**src/rtl/svreal_pair_accum.sv**
```systemverilog
// svreal_pair_accum: decimating boxcar averager for an svreal (a, b) pair.
// Averages 2**n_log2 aligned samples per stream; one result per block.
//
// Ports:
//   clk, rst       : clock, synchronous active-high reset
//   in_a, in_b     : signed input samples (own width/exponent each)
//   in_valid       : input pair valid
//   in_ready       : block accepts a pair (state and rst only)
//   out_a, out_b   : averaged results, common out_width/out_exponent
//   out_valid      : result held until out_ready
//   out_ready      : downstream accepts the result
//
// Build option: define SVREAL_PAIR_ACCUM_SAT_EN to clamp aligned samples
// that leave the out_width range; otherwise they wrap (two's complement).

module svreal_pair_accum #(
   parameter int a_width      = 18,
   parameter int a_exponent   = -10,
   parameter int b_width      = 19,
   parameter int b_exponent   = -11,
   parameter int out_width    = 24,
   parameter int out_exponent = -8,
   parameter int n_log2       = 4
) (
   input  logic                        clk,
   input  logic                        rst,
   input  logic signed [a_width-1:0]   in_a,
   input  logic signed [b_width-1:0]   in_b,
   input  logic                        in_valid,
   output logic                        in_ready,
   output logic signed [out_width-1:0] out_a,
   output logic signed [out_width-1:0] out_b,
   output logic                        out_valid,
   input  logic                        out_ready
);

   localparam int SA    = a_exponent - out_exponent;
   localparam int A_SHL = (SA > 0) ? SA : 0;
   localparam int A_SHR = (SA < 0) ? -SA : 0;
   localparam int A_XW  = a_width + A_SHL + out_width;

   localparam int SB    = b_exponent - out_exponent;
   localparam int B_SHL = (SB > 0) ? SB : 0;
   localparam int B_SHR = (SB < 0) ? -SB : 0;
   localparam int B_XW  = b_width + B_SHL + out_width;

   localparam int ACC_W = out_width + n_log2;
   localparam int CNT_W = (n_log2 > 0) ? n_log2 : 1;

   localparam logic [CNT_W-1:0] CNT_LAST =
      CNT_W'((1 << n_log2) - 1);

   typedef enum logic {
      ST_ACCUM,
      ST_HOLD
   } state_t;

   state_t r_state;
   state_t w_state_nxt;

   logic signed [ACC_W-1:0]     r_acc_a;
   logic signed [ACC_W-1:0]     r_acc_b;
   logic        [CNT_W-1:0]     r_cnt;
   logic signed [out_width-1:0] r_out_a;
   logic signed [out_width-1:0] r_out_b;

   logic signed [A_XW-1:0]      w_a_ext;
   logic signed [B_XW-1:0]      w_b_ext;
   logic signed [out_width-1:0] w_a_fit;
   logic signed [out_width-1:0] w_b_fit;
   logic signed [ACC_W-1:0]     w_sum_a;
   logic signed [ACC_W-1:0]     w_sum_b;
   logic                        w_in_hs;
   logic                        w_last;

   // Sign-extend with enough headroom that the left shift never loses
   // bits before the range check / wrap.
   assign w_a_ext = {{(A_XW-a_width){in_a[a_width-1]}}, in_a};
   assign w_b_ext = {{(B_XW-b_width){in_b[b_width-1]}}, in_b};

`ifdef SVREAL_PAIR_ACCUM_SAT_EN
   localparam logic signed [out_width-1:0] MAX_CODE =
      {1'b0, {(out_width-1){1'b1}}};
   localparam logic signed [out_width-1:0] MIN_CODE =
      {1'b1, {(out_width-1){1'b0}}};

   logic signed [A_XW-1:0] w_a_sh;
   logic signed [B_XW-1:0] w_b_sh;
   logic                   w_a_ovf;
   logic                   w_b_ovf;

   assign w_a_sh = (w_a_ext <<< A_SHL) >>> A_SHR;
   assign w_b_sh = (w_b_ext <<< B_SHL) >>> B_SHR;

   // In range iff every bit above the output sign bit equals it.
   assign w_a_ovf = ~(&w_a_sh[A_XW-1:out_width-1]) &
                    (|w_a_sh[A_XW-1:out_width-1]);
   assign w_b_ovf = ~(&w_b_sh[B_XW-1:out_width-1]) &
                    (|w_b_sh[B_XW-1:out_width-1]);

   always_comb begin
      w_a_fit = w_a_sh[out_width-1:0];
      if (w_a_ovf) begin
         w_a_fit = w_a_sh[A_XW-1] ? MIN_CODE : MAX_CODE;
      end
   end

   always_comb begin
      w_b_fit = w_b_sh[out_width-1:0];
      if (w_b_ovf) begin
         w_b_fit = w_b_sh[B_XW-1] ? MIN_CODE : MAX_CODE;
      end
   end
`else
   // Wrap: only the low out_width bits of the aligned value survive.
   assign w_a_fit = out_width'((w_a_ext <<< A_SHL) >>> A_SHR);
   assign w_b_fit = out_width'((w_b_ext <<< B_SHL) >>> B_SHR);
`endif

   assign w_sum_a = r_acc_a + ACC_W'(w_a_fit);
   assign w_sum_b = r_acc_b + ACC_W'(w_b_fit);

   assign w_in_hs = in_valid & in_ready;
   assign w_last  = (r_cnt == CNT_LAST);

   always_ff @(posedge clk) begin
      if (rst) begin
         r_state <= ST_ACCUM;
      end else begin
         r_state <= w_state_nxt;
      end
   end

   always_comb begin
      w_state_nxt = r_state;
      in_ready    = 1'b0;
      out_valid   = 1'b0;
      unique case (r_state)
         ST_ACCUM: begin
            in_ready = ~rst;
            if (w_in_hs && w_last) begin
               w_state_nxt = ST_HOLD;
            end
         end
         ST_HOLD: begin
            out_valid = 1'b1;
            if (out_ready) begin
               w_state_nxt = ST_ACCUM;
            end
         end
         default: w_state_nxt = ST_ACCUM;
      endcase
   end

   // The average is the accumulated sum shifted right by n_log2 (floor);
   // its low out_width bits are exactly this slice of the sum.
   always_ff @(posedge clk) begin
      if (rst) begin
         r_acc_a <= '0;
         r_acc_b <= '0;
         r_cnt   <= '0;
         r_out_a <= '0;
         r_out_b <= '0;
      end else if (w_in_hs) begin
         if (w_last) begin
            r_out_a <= w_sum_a[ACC_W-1:n_log2];
            r_out_b <= w_sum_b[ACC_W-1:n_log2];
            r_acc_a <= '0;
            r_acc_b <= '0;
            r_cnt   <= '0;
         end else begin
            r_acc_a <= w_sum_a;
            r_acc_b <= w_sum_b;
            r_cnt   <= r_cnt + 1'b1;
         end
      end
   end

   assign out_a = r_out_a;
   assign out_b = r_out_b;

endmodule

```
**config.mk**
```make
export PLATFORM = sky130hd
export DESIGN_NAME = svreal_pair_accum
export DESIGN_NICKNAME = d
export VERILOG_FILES = /design/src/rtl/svreal_pair_accum.sv
export SDC_FILE = /design/constraint.sdc
export NUM_CORES = 1
export LEC_CHECK = 0
export CELL_PAD_IN_SITES_DETAIL_PLACEMENT = 1
export CELL_PAD_IN_SITES_GLOBAL_PLACEMENT = 2
export CORE_ASPECT_RATIO = 0.7
export CORE_MARGIN = 2
export CORE_UTILIZATION = 36
export CTS_BUF_LIST = sky130_fd_sc_hd__clkbuf_16
export DETAILED_ROUTE_END_ITERATION = 16
export MAX_ROUTING_LAYER = met4
export PLACE_DENSITY_LB_ADDON = 0.1
export SLEW_MARGIN = 20
export SYNTH_ARGS = -nofsm -noshare
export SYNTH_HDL_FRONTEND = slang
export SYNTH_SLANG_ARGS = --single-unit
export TNS_END_PERCENT = 20
```
**constraint.sdc**
```tcl
create_clock -name clk -period 5.1 [get_ports clk]
set_input_delay 0.765 -clock clk [delete_from_list [all_inputs] [get_ports clk]]
set_output_delay 0.765 -clock clk [all_outputs]
set_load 0.05 [all_outputs]
```
==> results.md <==
- Leakage: 3.35 nW
- Worst Slack Setup Final: 1.32 ns
- Ys flop type: dfxtp_1
- Reg power frac: 0.383
- Synthesis warning total: 0
- Sequential fraction of the synthesis area: 0.333
- Hold slack: 0.462 ns
- Synthesized instance count: ~800
- # resized after CTS: 0
- VDD IR max: 0.175 mV
- Layout cells sized above 1: 0.0420
- Slew Viols, Final: 0
- H-tree Lvls: 3
- Total grt overflow: 0
- Post-synth EDFFs: 0
- Post-DP HPWL: roughly 15000 µm
- RSZ-0062 raised after global routing: no
- Distinct cells, synth: 65
- Clk sinks: between 100 and 150
- Post-synth ARST share: 0
- Io pins: 91
- Die H: 117 µm
- Total of max-cap violations: 0
- Synth top area share: 0.333
- First-pass detailed-route iteration total: 5
- CTS Hold Buffers Added: 0
- Post-Syn Nets: 887
- Largest net degree at the start of global routing: 54
- Setup Buffers After CTS: 0
- Worst-Skew Late Latency: between 0.3 and 0.4 ns
- Vias per cell: 5.55
- CORE AREA: 17900 µm²
- Hold WC Path Type: reg -> reg
- Reg clk slew, reported paths: 0.08 ns
- Required time of the critical path: 5.41 ns
- Max_slew headroom: 0.335
- Starting Density: 0.366
- Yosys reg bits: 109
- Switching part of the total: 0.362
- Final nets: 951
- Per-cell routed wire length: approximately 19 µm
- Cell Rows: 41
- Setup TNS: 0 ns
- Pint: 0.00159 W
- Final RePlAce weighted congestion: 0.840
- CTS buffer count: 9
- Clock network fraction of total power: 0.278
- Placement Setup Slack: 1.04 ns
- GRT Total Usage: 0.223
- Crit Path Category: in -> reg
- Critical path endpoint category: flip-flop
- Crit path arrival time: 4.09 ns
- Fmax: approximately 0.26 GHz
- Initial antenna violation count: 0
- Chip width: roughly 170 µm
- Clock buffer depth: 2
- Crit Path Max Fanout: 13
- P_sw: between 0.0009 and 0.001 W
- Pwr dens: 317 nW/µm²
- Vias in the first global route: roughly 6100
- Antenna Diode Count: 0
- Fin crit period: 3.78 ns
- Area Overhead vs Synth: 20.3%
- Post-synth top area cell: dfxtp_1
- CTS Root Cell: clkbuf_16
- Final number of setup-violating endpoints: 0
- Post-route ant nets: 0
- Crit path launch type: input pin
- Status: finished, final reports clean
- Comb pwr share: 0.340
- DR vias: about 6000
- Initial drt markers: around 380
- WL final: 20500 µm
- Fin Clk Skew: 0.0108 ns
- Die footprint: 19300 µm²
- CTS tree: yes
- Fin. Hold Viols: 0
- Drc violations: 0
- Fin crit share: 0.741
- IO Port Bufs: 85
- Top cells by area, synth: dfxtp_1, ha_1, nand2_1
- First-pass GRT wire length: 32600 µm
- Post-Syn Area: 6550 µm²
- Avg Cell Area, Syn: between 8 and 9 µm²
- Worst-margin pin slew: 0.996 ns
[path summary, 6_finish.rpt]
check                  start          end  slack [ns]  depth (start not counted)
setup / recovery    in_b[18]  r_acc_b[25]        1.32                         10
hold / removal     out_b[10]    out_b[10]        0.46                          2
setup reg to reg  r_acc_b[0]  r_acc_b[24]        2.02                         11
hold reg to reg    out_b[10]    out_b[10]        0.46                          2
[cell families after synthesis]
group / after synthesis / synth area share
compound gates: 267 / 0.275
xor+xnor: 47 / 0.0629
fa+ha+maj: 57 / 0.111
buf+inv: 56 / 0.0338
flops: 109 / 0.333
mux: 5 / 0.00784
simple gates: 248 / 0.176
[per-stage QoR]
step                utilization  instance area, µm²  power (W)  cells
finish                    0.440                7880    0.00249   1094
global route              0.440                7880    0.00264   1094
CTS                       0.440                7880    0.00250   1094
detailed placement        0.425                7600    0.00181   1078
global placement          0.425                7600    0.00178   1078
floorplan                     -                6550    0.00159    789
[placed cells by master, fill, tap and decap left out, types with 5 or more instances in the layout]
cell type        netlist  layout
a21o_1                24      24
a21oi_1               56      55
a221o_1                5       5
a22o_1                27      27
a22oi_1               16      16
a31oi_1               10      10
and2_1                10      10
and3_1                15      15
buf_4                  0       6
clkbuf_16              0       9
clkdlybuf4s50_1        0      85
dfxtp_1              109     109
ha_1                  55      55
inv_1                 18      18
nand2_1               94      94
nand2b_1              11      11
nand3_1               28      28
nand4_1                6       6
nor2_1                49      48
nor2b_1               13      13
nor3_1                12      12
o21a_1                 9       9
o21ai_0               53      53
o21ai_1               19      19
xnor2_1               21      21
xor2_1                26      26
[cell type report]
type,instances,area (µm²)
Fill cell,2105,10000
Tap cell,236,295
Clock buffer,9,225
Sequential cell,109,2180
Clock inverter,7,50.0
Timing Repair Buffer,91,896
Inverter,18,67.6
Multi-Input combinational cell,624,4160
[power groups by stage]
| stage | Combinational [W] | Sequential [W] | Clock, W |
|---|---|---|---|
| global route | 0.000937 | 0.000962 | 0.000744 |
| finish | 0.000848 | 0.000954 | 0.000692 |
| global placement | 0.000808 | 0.000970 | 0 |
| floorplan | 0.000625 | 0.000961 | 0 |
| CTS | 0.000841 | 0.000954 | 0.000710 |
| detailed placement | 0.000834 | 0.000973 | 0 |
[sequential cells by signal (all words and copies together), names as in the netlist]
name     flops
r_cnt        4
r_acc_b     28
r_state      1
r_acc_a     28
out_a       24
out_b       24
[cells in the mapped netlist, drive strengths merged, types with 3 or more instances]
| library cell | number |
|---|---|
| dfxtp | 109 |
| a31oi | 10 |
| a221o | 5 |
| nor4 | 3 |
| and2 | 10 |
| nand3 | 28 |
| clkbuf | 32 |
| a21oi | 58 |
| nand2 | 94 |
| nor2b | 13 |
| nand4 | 6 |
| a22o | 27 |
| xor2 | 26 |
| o21ai | 72 |
| nor3 | 12 |
| inv | 18 |
| a22oi | 16 |
| nand2b | 11 |
| o21a | 10 |
| a211oi | 3 |
| mux2i | 4 |
| a21o | 25 |
| nor2 | 49 |
| a211o | 4 |
| and3 | 15 |
| xnor2 | 21 |
| ha | 55 |
| o31ai | 3 |
| o21bai | 3 |
| a21boi | 6 |
| buf | 6 |
[layer usage]
layer,track usage,share of wire,vias to the layer above
li1,-,-,2990
met1,0.332,0.55,2953
met2,0.315,0.40,111
met3,0.0359,0.040,19
met4,0.0475,0.011,0
met5,-,0,-
[critical path: stages]
cell             delay [ns]
clkdlybuf4s50_1        0.75
ha_1                   0.59
nand2_1                0.17
o21ai_0                0.39
inv_1                  0.08
o21ai_0                0.20
a31oi_1                0.17
o311ai_1               0.46
xor2_1                 0.33
a22o_1                 0.18
(Power assumes the default switching activity.)
